### src/rtl/pulse_to_strobe_pkg.sv
// ============================================================================
// Module   : pulse_to_strobe_pkg
// Brief    : State encodings and default parameters for pulse_to_strobe.
// Revision : 1.0 - initial release
// ============================================================================
`timescale 1ns/1ps
`default_nettype none

package pulse_to_strobe_pkg;

    typedef enum logic [1:0] {
        ST_IDLE    = 2'd0,
        ST_ARMED   = 2'd1,
        ST_MEASURE = 2'd2,
        ST_STUCK   = 2'd3
    } state_e;

    localparam int DEF_SYNC_STAGES = 2;
    localparam int DEF_MIN_WIDTH   = 2;
    localparam int DEF_MAX_WIDTH   = 6;
    localparam int DEF_STUCK_LIMIT = 32;
    localparam int DEF_WCNT_BITS   = 8;
    localparam int DEF_EVT_BITS    = 8;

endpackage

`default_nettype wire

### src/rtl/sync_chain.sv
// ============================================================================
// Module   : sync_chain
// Brief    : Multi-flop synchronizer with configurable depth and reset value.
// Revision : 1.0 - initial release
// ============================================================================
`timescale 1ns/1ps
`default_nettype none

module sync_chain
    import pulse_to_strobe_pkg::*;
#(
    parameter int   DEPTH     = DEF_SYNC_STAGES,
    parameter logic RESET_VAL = 1'b1
) (
    input  logic clk_i,
    input  logic reset_i,
    input  logic d_i,
    output logic q_o
);

    logic [DEPTH-1:0] chain_q;

    always_ff @(posedge clk_i) begin
        if (reset_i) begin
            chain_q <= {DEPTH{RESET_VAL}};
        end else begin
            chain_q <= {chain_q[DEPTH-2:0], d_i};
        end
    end

    assign q_o = chain_q[DEPTH-1];

endmodule

`default_nettype wire

### src/rtl/pulse_to_strobe.sv
// ============================================================================
// Module   : pulse_to_strobe
// Brief    : Converts an asynchronous width-qualified pulse into a one-cycle
//            strobe, flagging bad widths and a stuck-high line.
// Revision : 1.0 - initial release
// ============================================================================
`timescale 1ns/1ps
`default_nettype none

module pulse_to_strobe
    import pulse_to_strobe_pkg::*;
#(
    parameter int SYNC_STAGES = DEF_SYNC_STAGES,
    parameter int MIN_WIDTH   = DEF_MIN_WIDTH,
    parameter int MAX_WIDTH   = DEF_MAX_WIDTH,
    parameter int STUCK_LIMIT = DEF_STUCK_LIMIT,
    parameter int WCNT_BITS   = DEF_WCNT_BITS,
    parameter int EVT_BITS    = DEF_EVT_BITS
) (
    input  logic                clk_core,
    input  logic                reset,
    input  logic                pulse_in,
    output logic                strobe_out,
    output logic                width_err,
    output logic                stuck_high,
    output logic [EVT_BITS-1:0] event_count,
    output logic                debug_out
);

    localparam logic [WCNT_BITS-1:0] c_min_w   = WCNT_BITS'(MIN_WIDTH);
    localparam logic [WCNT_BITS-1:0] c_max_w   = WCNT_BITS'(MAX_WIDTH);
    localparam logic [WCNT_BITS-1:0] c_stuck_w = WCNT_BITS'(STUCK_LIMIT);

    logic                 s_in;
    logic                 w_in_window;
    state_e               state_q;
    logic [WCNT_BITS-1:0] wcnt_q;
    logic                 strobe_q;
    logic                 err_q;
    logic                 stuck_q;
    logic [EVT_BITS-1:0]  evt_q;

    // Chain resets high so a line already high at reset looks like a pulse in progress.
    sync_chain #(
        .DEPTH     (SYNC_STAGES),
        .RESET_VAL (1'b1)
    ) u_sync (
        .clk_i   (clk_core),
        .reset_i (reset),
        .d_i     (pulse_in),
        .q_o     (s_in)
    );

    assign w_in_window = (wcnt_q >= c_min_w) && (wcnt_q <= c_max_w);

    always_ff @(posedge clk_core) begin
        if (reset) begin
            state_q  <= ST_IDLE;
            wcnt_q   <= '0;
            strobe_q <= 1'b0;
            err_q    <= 1'b0;
            stuck_q  <= 1'b0;
            evt_q    <= '0;
        end else begin
            strobe_q <= 1'b0;
            err_q    <= 1'b0;
            case (state_q)
                ST_IDLE: begin
                    if (!s_in) state_q <= ST_ARMED;
                end
                ST_ARMED: begin
                    if (s_in) begin
                        state_q <= ST_MEASURE;
                        wcnt_q  <= WCNT_BITS'(1);
                    end
                end
                ST_MEASURE: begin
                    if (s_in) begin
                        // Counter saturates at the stuck limit, so it can never wrap.
                        if (wcnt_q == c_stuck_w) begin
                            state_q <= ST_STUCK;
                            stuck_q <= 1'b1;
                        end else begin
                            wcnt_q <= wcnt_q + WCNT_BITS'(1);
                        end
                    end else begin
                        state_q <= ST_ARMED;
                        if (w_in_window) begin
                            strobe_q <= 1'b1;
                            evt_q    <= evt_q + EVT_BITS'(1);
                        end else begin
                            err_q <= 1'b1;
                        end
                    end
                end
                ST_STUCK: begin
                    if (!s_in) begin
                        state_q <= ST_ARMED;
                        stuck_q <= 1'b0;
                    end
                end
                default: state_q <= ST_IDLE;
            endcase
        end
    end

    assign strobe_out  = strobe_q;
    assign width_err   = err_q;
    assign stuck_high  = stuck_q;
    assign event_count = evt_q;
    assign debug_out   = s_in;

endmodule

`default_nettype wire

### config.mk
export PLATFORM = sky130hd
export DESIGN_NAME = pulse_to_strobe
export DESIGN_NICKNAME = d
export VERILOG_FILES = /design/src/rtl/pulse_to_strobe_pkg.sv /design/src/rtl/sync_chain.sv /design/src/rtl/pulse_to_strobe.sv
export SDC_FILE = /design/constraint.sdc
export NUM_CORES = 1
export LEC_CHECK = 0
export ABC_AREA = 1
export BUFFER_PORTS_ARGS = -buffer_cell sky130_fd_sc_hd__buf_4
export CORE_UTILIZATION = 61
export CTS_CLUSTER_DIAMETER = 40
export DETAILED_ROUTE_END_ITERATION = 8
export GPL_TIMING_DRIVEN = 0
export PLACE_DENSITY = 0.86
export SLEW_MARGIN = 20
export SYNTH_ARGS = -nofsm -noshare
export SYNTH_HDL_FRONTEND = slang
export SYNTH_SLANG_ARGS = --single-unit
### constraint.sdc
create_clock -name clk_core -period 2.8 [get_ports clk_core]
set_input_delay 0.42 -clock clk_core [delete_from_list [all_inputs] [get_ports clk_core]]
set_output_delay 0.42 -clock clk_core [all_outputs]
set_load 0.01 [all_outputs]
; ---- Word level (Yosys, flattened, before mapping)
; Index checks and enable logic that the tools add are counted.
; Widths: inputs -> output; s select.
[word_totals]
regBits = 23
inputBits = 3
output_inout_bits = 12
elab_cells = 49
[op_classes]
add_sub_neg = 2
order_cmp = 2
n_eq_ne = 11
mux = 15
n_bitwise = 2
reduce_logical = 10
[op_table]
columns = operator, n
row1 = $mux 8, 3
row2 = $add 8x1->8 const B, 2
row3 = $pmux 8 s2, 1
row4 = $eq 8x6->1 const B, 1
row5 = $ge 8x2->1 const B, 1
row6 = $le 8x3->1 const B, 1
row7 = $mux 2, 4
row8 = $ne 2x2->1 const B, 4
row9 = $reduce_and 4->1, 2
row10 = $pmux 2 s3, 1
row11 = $reduce_and 3->1, 2
row12 = $mux 1, 5
row13 = $eq 2x2->1 const B, 2
row14 = $ne 2x1->1 const B, 2
row15 = $reduce_bool 2->1, 2
row16 = $ne 3x3->1 const B, 1
row17 = $reduce_or 3->1, 1
row18 = $eq 2x1->1 const B, 1
row19 = $logic_not 2->1, 1
row20 = $not 1->1, 2
row21 = $pmux 1 s2, 1
row22 = $reduce_or 2->1, 1
row23 = $logic_and 1x1->1, 1

; ---- Depth between registers and ports, before layout
; Gate-level depths: netlist of the first run.
[logic_depth]
ltp_word = 4
depth_mapped = 11
mapped_depth_nobuf = 11

; ---- Cells and area by module
; From an unflattened synthesis of the first run, not the netlist that was laid out.
[unflattened]
cells_unflattened = 193
hier_area_um2 = 1317.5
[modules_own_cells]
columns = mod, instances, cells_each, area_per_inst_um2, seq_area_each_um2
row1 = pulse_to_strobe, 1, 186, 1258.7, 420.4
row2 = sync_chain, 1, 7, 58.8, 40.0

; ---- Least setup slack after synthesis of the first run
; Ideal clock, no wire load.
[synth_path]
path_type = reg-to-reg
start = reg state_q[0]
end = reg wcnt_q[1]
setup_ns = 0.128
t_arrival_ns = 1.367
t_required_ns = 2.672
setup_slack_ns = 1.305
path_stages_with_launch = 10
path_buffers = 1
period_less_slack_ns = 1.495
cell_sequence = dfxtp_1 inv_1 ha_1 buf_2 inv_2 nand3_2 nand2_1 nand2_1 nand2_1 nor2_1
[synth_between]
elab_chain_cells = 3
word_cells_on_any_way = 8
cone_classes = eq/ne (5) / mux (1) / reduce/logical (2)
[synth_lines]
columns = element, line_no
row1 = from (decl), pulse_to_strobe.sv:36  ; state_e state_q;
row2 = from (signal assigned), pulse_to_strobe.sv:58  ; state_q <= ST_IDLE;
row3 = from (signal assigned), pulse_to_strobe.sv:69  ; if (!s_in) state_q <= ST_ARMED;
row4 = from (signal assigned), pulse_to_strobe.sv:73  ; state_q <= ST_MEASURE;
row5 = $eq 2x2->1 or $eq 2x1->1 (tied branches), pulse_to_strobe.sv:67  ; case (state_q)
row6 = $ne 2x1->1 (no line) (tied with other cells), -
row7 = $reduce_and 4->1 (no line), -
row8 = to (signal assigned), pulse_to_strobe.sv:84  ; wcnt_q <= wcnt_q + WCNT_BITS'(1);
row9 = to (decl), pulse_to_strobe.sv:37  ; logic [WCNT_BITS-1:0] wcnt_q;
; Several ways; a longest one is shown, not always the timed one.
; A chain may end at the register's enable or synchronous reset.

; ---- Worst setup path after layout of the first run
; Same ends and word-level chain as after synthesis.

==> results of run 1 <==
## layer usage
metal  vias up  GRT usage
li1        667          -
met3         5    0.03738
met1       603     0.3249
met4         0    0.08333
met2        30     0.4406
met5         -          0
## power groups by stage
stage	combinational [uW]	clock (uW)	sequential (uW)
finish	322	157	383
global route	360	173	389
CTS	325	159	383
detailed placement	323	0	391
global placement	312	0	388
floorplan	258	0	383
## path summary, 6_finish.rpt
check                            to  cells past startpoint  slack [ns]
hold reg to reg   u_sync.chain_q[1]                      1        0.45
setup / recovery          wcnt_q[1]                      9        0.99
hold / removal    u_sync.chain_q[0]                      2        0.28
setup reg to reg          wcnt_q[1]                      9        0.99
## worst max-delay path, stage by stage (launching register included)
cell,delay (ns)
dfxtp_1,0.42
inv_1,0.06
ha_1,0.18
buf_2,0.17
inv_2,0.19
nand3_2,0.20
nand2_1,0.29
nand2_1,0.08
nand2_1,0.06
nor2_1,0.04
## state kept, by name, summed over array words and instances (netlist names)
name / cells
wcnt_q: 8
stuck_high: 1
width_err: 1
strobe_out: 1
u_sync.chain_q: 2
event_count: 8
state_q: 2
## layout make-up
cell class                      instances  area [um2]  area share
Buffer                                  4       25.02     0.01642
Clock buffer                            3       22.52     0.01478
Timing Repair Buffer                   14       105.1     0.06897
Inverter                               28       105.1     0.06897
Sequential cell                        23       460.4      0.3021
Tap cell                               27       33.78     0.02217
Clock inverter                          1       5.005    0.003284
Multi-Input combinational cell        143       767.0      0.5033
## logic make-up after synthesis
logic type	synth area share
mux	0.007374
compound gates	0.08111
xor+xnor	0.01291
buf+inv	0.09585
fa+ha+maj	0.07374
simple gates	0.3899
flops	0.3392
## per-stage QoR
stage / hold slack (ns) / setup WS, ns
4_1_cts: 0.2863 / 1.006
3_5_place_dp: 0.4168 / 1.013
6_report: 0.2826 / 0.9871
2_1_floorplan: 0.3895 / 1.305
5_1_grt: 0.2666 / 0.8026
3_3_place_gp: 0.3968 / 1.056
## layout by cell type (no fill, tap or decap)
| master | instances |
|---|---|
| o21ai_0 | 4 |
| clkbuf_4 | 3 |
| buf_6 | 1 |
| nor2_2 | 2 |
| nor3b_1 | 2 |
| inv_2 | 1 |
| nand3_1 | 20 |
| nand4_1 | 4 |
| mux2i_1 | 1 |
| buf_4 | 14 |
| nor2_8 | 1 |
| o21bai_1 | 1 |
| nand3_2 | 3 |
| nor3_1 | 3 |
| inv_1 | 27 |
| a21oi_1 | 15 |
| nand2_1 | 44 |
| clkbuf_1 | 1 |
| nand2_4 | 1 |
| buf_2 | 2 |
| nor2_1 | 26 |
| ha_1 | 8 |
| clkinv_2 | 1 |
| o31ai_1 | 1 |
| nand3b_1 | 1 |
| xor2_1 | 2 |
| nor2_4 | 1 |
| or2_2 | 2 |
| nand2_2 | 1 |
| dfxtp_1 | 23 |
==> flow_summary.json, run 1 <==
{
  "ys_types": 27,
  "timing.fmax_ghz": 0.5516,
  "wl_um": 2804,
  "grt_pass1_vias": 1181,
  "drtIter0Drc": 33,
  "switchingPower_uw": 349.1,
  "dpl_cell_area_mm2": 0.001496,
  "met1_length_um": 1306,
  "syn_nets": 209,
  "ys_top_cells_by_count": "nand2_1, inv_1, nor2_1",
  "grt_max_degree": 14,
  "port_buffers": 14,
  "vias_per_cell": 5.370,
  "num-fill-cells": 172,
  "cts_num_sinks": 23,
  "hold_path_class": "in2reg",
  "cts-buffers-inserted": 3,
  "antenna_cells": 0,
  "crit_path_end_kind": "flip-flop",
  "critPathRequiredTime_ns": 3.00,
  "maxCapViolCount": 0,
  "cts_tree": "built",
  "finalNonFillerCells": 243,
  "switching_share": 0.4050,
  "synth.cell_area_mm2": 0.001358,
  "worstSetupPathType": "reg2reg",
  "drc": 0,
  "antenna_left": 0,
  "antenna_found_initial": 0,
  "dieHeight_um": 49.18,
  "synth_edf_count": 0,
  "synth_cells": 198,
  "clkPwrFrac": 0.182,
  "slew_headroom": 0.6734,
  "wl_met2_um": 1366,
  "yosys_warnings": 0,
  "dp_hpwl_um": 2074,
  "p_leak_uw": 0.0006476,
  "period_minus_slack_ns": 1.813,
  "syn_avg_cell_area_um2": 6.856,
  "p_int_uw": 513.0,
  "seqPwrFrac": 0.444,
  "die_x_um": 49.18,
  "status": "complete, no violations",
  "clk_pin_slew_ns": 0.13,
  "ir_drop_v": 0.0004124,
  "synthTopCellsByArea": "dfxtp_1, nand2_1, inv_1, ha_1, nand3_1",
  "hold_start": "pulse_in",
  "pwr-share-comb": 0.374,
  "fin_area_mm2": 0.001524,
  "wl_per_cell_um": 11.54,
  "setup_viol": 0,
  "post-route-period-util": 0.6475,
  "highest_layer": "met4",
  "rsz0062_at_grt": "no",
  "io_pins": 15,
  "ys_ff_latch": 23,
  "route.met3.wl_um": 94,
  "cts_root_buf": "clkbuf_4",
  "arrival_ns": 2.02,
  "skew_ns": 0.001161,
  "worstPathMaxFanout": 9,
  "areaGrowthSynthToFinish_pct": 12.26,
  "nets": 228,
  "startpoint_type": "flip-flop",
  "coreArea_mm2": 0.002022,
  "place_congestion": 0.9153,
  "grt.overflow.total": 0,
  "dp.cells": 239,
  "cts_resized": 0,
  "start_util": 0.6714,
  "ys_seq_area_frac": 0.3392,
  "tightest_slew_ns": 0.4899,
  "post-synth-top-area-fraction": 0.3392,
  "cts_setup_buffers": 0,
  "hold_viol": 0,
  "htree_levels": 1,
  "num_rows": 16,
  "cp-startpoint": "state_q[0]",
  "finalPower_uw": 862.1,
  "yosysMostFrequentCell": "nand2_1",
  "tns_ns": 0,
  "cts-hold-fix-buffers": 0,
  "dr.pass1.iters": 4,
  "fp.dieArea_mm2": 0.002418,
  "final_core_util": 0.7537,
  "synth_ff_type": "dfxtp_1",
  "postSynth.asyncResetShare": 0,
  "power.density_mw_per_mm2": 565.7,
  "grt_pass1_wl_um": 4878,
  "timing.rr.start": "state_q[0]",
  "clk_latency_ns": 0.31,
  "dr_total_vias": 1305,
  "drive_gt1_frac": 0.1528,
  "cts_buffer_depth": 2,
  "synth_top_cell_by_area": "dfxtp_1",
  "final_max_slew_viol_count": 0,
  "grt_usage": 0.2561
}
(Power assumes the default switching activity.)
==> run 2, diff against run 1 <==
--- a/config.mk
+++ b/config.mk
@@ -7,11 +7,11 @@
 export LEC_CHECK = 0
 export ABC_AREA = 1
 export BUFFER_PORTS_ARGS = -buffer_cell sky130_fd_sc_hd__buf_4
-export CORE_UTILIZATION = 61
+export CORE_UTILIZATION = 57
 export CTS_CLUSTER_DIAMETER = 40
 export DETAILED_ROUTE_END_ITERATION = 8
 export GPL_TIMING_DRIVEN = 0
-export PLACE_DENSITY = 0.86
+export PLACE_DENSITY = 0.81
 export SLEW_MARGIN = 20
 export SYNTH_ARGS = -nofsm -noshare
 export SYNTH_HDL_FRONTEND = slang
==> constraint.sdc (replaced) <==
create_clock -name clk_core -period 1.85 [get_ports clk_core]
set_input_delay 0.2775 -clock clk_core [delete_from_list [all_inputs] [get_ports clk_core]]
set_output_delay 0.2775 -clock clk_core [all_outputs]
set_load 0.01 [all_outputs]
==> flow_summary.json, run 2 (same netlist as run 1, synthesis figures left out) <==
{
  "htree_levels": 1,
  "setup_viol": 0,
  "cts_setup_buffers": 0,
  "cts-buffers-inserted": 3,
  "slowest_stage": "dfxtp_1",
  "tightest_slew_ns": 0.5352,
  "fin_area_mm2": 0.001540,
  "maxCapViolCount": 0,
  "vias_per_cell": 5.295,
  "cts_tree": "built",
  "cts_num_sinks": 23,
  "r2r-end": "event_count[2]",
  "antenna_cells": 0,
  "finalPower_uw": 1330,
  "clk_pin_slew_ns": 0.13,
  "drtIter0Drc": 33,
  "grt_usage": 0.2457,
  "status": "complete, no violations",
  "rsz0062_at_grt": "no",
  "path_depth": 8,
  "areaGrowthSynthToFinish_pct": 13.46,
  "startpoint_type": "flip-flop",
  "layout_commonest_cell": "nand2_1",
  "dieHeight_um": 50.80,
  "worstSetupPathType": "reg2reg",
  "arrival_ns": 1.86,
  "wl_per_cell_um": 11.27,
  "tns_ns": 0,
  "clk_latency_ns": 0.32,
  "crit_buf_inv": 3,
  "dpl_cell_area_mm2": 0.001498,
  "crit_chain": "inv_1, ha_1, buf_2, inv_2, nor2_4, nand3_1, o21ai_0, nor2_1",
  "cts-hold-fix-buffers": 0,
  "grt.overflow.total": 0,
  "coreArea_mm2": 0.002233,
  "worstPathMaxFanout": 9,
  "start_util": 0.6078,
  "drc": 0,
  "critPathRequiredTime_ns": 2.08,
  "io_pins": 15,
  "ir_drop_v": 0.0009293,
  "timing.rr.start": "state_q[0]",
  "finalNonFillerCells": 244,
  "cp-startpoint": "state_q[0]",
  "port_buffers": 14,
  "crit_path_end_kind": "flip-flop",
  "fp.dieArea_mm2": 0.002581,
  "dr.pass1.iters": 5,
  "dp_hpwl_um": 2039,
  "dp.cells": 240,
  "p_leak_uw": 0.0006491,
  "timing.fmax_ghz": 0.6133,
  "hold_path_class": "in2reg",
  "wl_um": 2750,
  "cts_root_buf": "clkbuf_4",
  "critPathTopFamily": "buffers and inverters",
  "final_core_util": 0.6896,
  "slowest_delay_ns": 0.37,
  "reg2reg_slack_ns": 0.22,
  "place_congestion": 0.8582,
  "num-fill-cells": 190,
  "antenna_found_initial": 0,
  "antenna_left": 0,
  "grt_max_degree": 14,
  "cts_buffer_depth": 2,
  "slew_headroom": 0.6432,
  "grt_pass1_vias": 1145,
  "hold_viol": 0,
  "power.density_mw_per_mm2": 863.8,
  "grt_pass1_wl_um": 4754,
  "skew_ns": 0.003379,
  "die_x_um": 50.80,
  "final_max_slew_viol_count": 0,
  "endpoint": "event_count[2]",
  "post-route-period-util": 0.8813,
  "nets": 228,
  "num_rows": 17,
  "drive_gt1_frac": 0.1574,
  "dr_total_vias": 1292,
  "mostFrequentLayoutCells": "nand2_1, inv_1, nor2_1, dfxtp_1, nand3_1",
  "period_minus_slack_ns": 1.630,
  "rr_worst_depth": 8
}
## run 2: worst min-delay path by stage
stage                         to  depth (start not counted)               from
6_report       u_sync.chain_q[0]                          2           pulse_in
5_1_grt        u_sync.chain_q[0]                          2           pulse_in
4_1_cts        u_sync.chain_q[0]                          2           pulse_in
3_5_place_dp   u_sync.chain_q[1]                          1  u_sync.chain_q[0]
3_3_place_gp   u_sync.chain_q[1]                          1  u_sync.chain_q[0]
2_1_floorplan         state_q[0]                          1              reset
## run 2: where the power goes
group / total, uW / leakage (uW) / internal, uW / switching (uW)
Combinational: 511 / 0.000445 / 175 / 336
Clock: 241 / 0.0000177 / 81.1 / 160
Sequential: 579 / 0.000186 / 533 / 46.5
Total: 1330 / 0.000649 / 788 / 542
## run 2: metrics by stage
| step | setup slack [ns] | hold slack [ns] |
|---|---|---|
| after global placement | 0.09307 | 0.3985 |
| after CTS | 0.02697 | 0.1228 |
| after global routing | 0.04090 | 0.1265 |
| final | 0.2196 | 0.1282 |
| after floorplan | 0.3551 | 0.3466 |
| after detailed placement | 0.04137 | 0.3986 |
## run 2: final cells by class
cell class | count | area, um2 | share of cell area
Multi-Input combinational cell | 143 | 782.0 | 0.5077
Sequential cell | 23 | 460.4 | 0.2989
Timing Repair Buffer | 14 | 105.1 | 0.06824
Inverter | 28 | 105.1 | 0.06824
Tap cell | 28 | 35.03 | 0.02275
Buffer | 4 | 25.02 | 0.01625
Clock buffer | 3 | 22.52 | 0.01462
Clock inverter | 1 | 5.005 | 0.003249
## run 2: routing by layer
layer  share of wire  vias to the layer above  routed length [um]  track usage
li1                -                      668                   -            -
met1            0.47                      586                1299       0.3091
met2            0.47                       33                1293       0.4111
met3           0.039                        5                 106      0.03636
met4           0.019                        0                  51       0.1111
met5               0                        -                   0            0
## run 2: repair_timing
action,in CTS,in global routing
resized for setup,0,3
setup endpoints to repair,0,7
hold endpoints to repair,0,0
==> run 3, diff against run 2 <==
--- a/config.mk
+++ b/config.mk
@@ -5,13 +5,12 @@
 export SDC_FILE = /design/constraint.sdc
 export NUM_CORES = 1
 export LEC_CHECK = 0
-export ABC_AREA = 1
 export BUFFER_PORTS_ARGS = -buffer_cell sky130_fd_sc_hd__buf_4
-export CORE_UTILIZATION = 57
+export CORE_UTILIZATION = 55
 export CTS_CLUSTER_DIAMETER = 40
 export DETAILED_ROUTE_END_ITERATION = 8
 export GPL_TIMING_DRIVEN = 0
-export PLACE_DENSITY = 0.81
+export PLACE_DENSITY = 0.79
 export SLEW_MARGIN = 20
 export SYNTH_ARGS = -nofsm -noshare
 export SYNTH_HDL_FRONTEND = slang
==> flow_summary.json, run 3 <==
{
  "worstPathMaxFanout": 5,
  "clk_latency_ns": 0.31,
  "fin_area_mm2": 0.001414,
  "synth_ff_type": "dfxtp_1",
  "synth_cells": 135,
  "syn_nets": 146,
  "cts_num_sinks": 23,
  "hold_viol": 0,
  "cts_buffer_depth": 2,
  "dieHeight_um": 48.12,
  "yosysMostFrequentCell": "dfxtp_1",
  "dp_hpwl_um": 1672,
  "num_rows": 16,
  "rr_worst_depth": 7,
  "clk_pin_slew_ns": 0.12,
  "tightest_slew_ns": 0.4748,
  "final_core_util": 0.7134,
  "fp.dieArea_mm2": 0.002316,
  "final_max_slew_viol_count": 0,
  "ys_ff_latch": 23,
  "ir_drop_v": 0.0006941,
  "syn_avg_cell_area_um2": 8.666,
  "synth_top_cell_by_area": "dfxtp_1",
  "antenna_left": 0,
  "grt_pass1_vias": 844,
  "tns_ns": 0,
  "setup_viol": 0,
  "htree_levels": 1,
  "vias_per_cell": 5.789,
  "dpl_cell_area_mm2": 0.001301,
  "place_congestion": 0.7514,
  "drtIter0Drc": 24,
  "slew_headroom": 0.6834,
  "synthTopCellsByArea": "dfxtp_1, ha_1, a21oi_1, o21ai_0, or3_1",
  "coreArea_mm2": 0.001982,
  "cts-buffers-inserted": 3,
  "dp.cells": 175,
  "dr.pass1.iters": 4,
  "hold_path_class": "in2reg",
  "layout_commonest_cell": "dfxtp_1",
  "io_pins": 15,
  "areaGrowthSynthToFinish_pct": 20.86,
  "yosys_warnings": 0,
  "grt_max_degree": 13,
  "grt_pass1_wl_um": 3601,
  "crit_path_end_kind": "flip-flop",
  "finalPower_uw": 1201,
  "synth.cell_area_mm2": 0.001170,
  "post-route-period-util": 0.9661,
  "wl_um": 2470,
  "startpoint_type": "flip-flop",
  "p_leak_uw": 0.0005473,
  "worstSetupPathType": "reg2reg",
  "arrival_ns": 2.04,
  "post-synth-top-area-fraction": 0.3936,
  "skew_ns": 0.005789,
  "start_util": 0.5903,
  "die_x_um": 48.12,
  "ys_seq_area_frac": 0.3936,
  "wl_per_cell_um": 13.35,
  "dr_total_vias": 1071,
  "period_minus_slack_ns": 1.787,
  "cts_root_buf": "clkbuf_4",
  "cp-startpoint": "state_q[0]",
  "endpoint": "event_count[4]",
  "antenna_found_initial": 0,
  "reg2reg_slack_ns": 0.06,
  "antenna_cells": 0,
  "r2r-end": "event_count[4]",
  "mostFrequentLayoutCells": "dfxtp_1, buf_4, a21oi_1, nor2_1, o21ai_0",
  "drive_gt1_frac": 0.2405,
  "status": "complete, no violations",
  "critPathRequiredTime_ns": 2.10,
  "ys_top_cells_by_count": "dfxtp_1, a21oi_1, nor2_1",
  "ys_types": 33,
  "cts_tree": "built",
  "finalNonFillerCells": 185,
  "maxCapViolCount": 0,
  "nets": 170,
  "grt_usage": 0.2294,
  "grt.overflow.total": 0,
  "postSynth.asyncResetShare": 0,
  "synth_edf_count": 0,
  "port_buffers": 13,
  "timing.fmax_ghz": 0.5595,
  "timing.rr.start": "state_q[0]",
  "power.density_mw_per_mm2": 849.3,
  "drc": 0
}
==> run 3: cell count changes after synthesis, sizes merged, moves of 3 or more <==
cell   previous run  this run
o21ai             4         9
nand2            46         8
nor2b             0         3
xnor2             0         3
a21oi            15        12
inv              28         8
nor2             30        11
or3               0         7
nand3            23         4
==> run 3: worst min-delay path by stage <==
| stage | to | cells past startpoint | slack, ns | from |
|---|---|---|---|---|
| 2_1_floorplan | u_sync.chain_q[0] | 1 | 0.38 | pulse_in |
| 3_3_place_gp | u_sync.chain_q[1] | 1 | 0.40 | u_sync.chain_q[0] |
| 3_5_place_dp | u_sync.chain_q[1] | 1 | 0.40 | u_sync.chain_q[0] |
| 4_1_cts | u_sync.chain_q[0] | 2 | 0.14 | pulse_in |
| 5_1_grt | u_sync.chain_q[0] | 2 | 0.13 | pulse_in |
| 6_report | u_sync.chain_q[0] | 2 | 0.14 | pulse_in |
==> run 3: cells by family (layout without fill, tap and decap cells) <==
group           Yosys count  after routing  share of synthesized area
compound gates           28             28                     0.1519
fa+ha+maj                 8              8                    0.08556
simple gates             54             54                     0.2492
xor+xnor                  4              4                    0.02995
mux                       4              4                    0.03529
flops                    23             23                     0.3936
buf+inv                  14             37                    0.05454
==> run 3: metal layers <==
layer	wire length, um	GRT usage	vias up	share of wire
li1	-	-	525	-
met1	1101	0.2893	508	0.45
met2	1230	0.3730	31	0.50
met3	78	0.04444	7	0.032
met4	59	0.1167	0	0.024
met5	0	0	-	0
==> run 3: cell type report <==
type,count,area (um2)
Timing Repair Buffer,19,142.6
Buffer,6,40.04
Clock buffer,4,26.28
Inverter,8,30.03
Multi-Input combinational cell,98,678.2
Fill cell,156,568.0
Sequential cell,23,462.9
Tap cell,27,33.78
==> run 3: critical path, cell delays in order (launching register included) <==
cell,delay [ns]
dfxtp_2,0.37
inv_1,0.08
ha_1,0.17
nor3b_2,0.17
nand4_1,0.23
buf_4,0.21
or3_1,0.33
a21oi_1,0.16
==> run 3: power breakdown <==
group | switching [uW] | leakage [uW] | internal, uW | total, uW
clock network | 150 | 0.0000150 | 84.4 | 234
registers | 38.1 | 0.000187 | 536 | 574
logic | 217 | 0.000345 | 175 | 393
==> run 3: timing repair <==
item,4_1_cts,5_1_grt
pin swaps,1,2
setup endpoints to repair,1,13
resized for setup,3,6
buffers inserted,3,3
hold buffers,0,0
==> run 3: per-stage QoR <==
stage,hold slack (ns),worst slack (ns)
final,0.1389,0.06267
after global routing,0.1301,-0.02401
after CTS,0.1382,0.007983
after detailed placement,0.4012,0.005310
after global placement,0.3961,0.04539
after floorplan,0.3813,0.2317
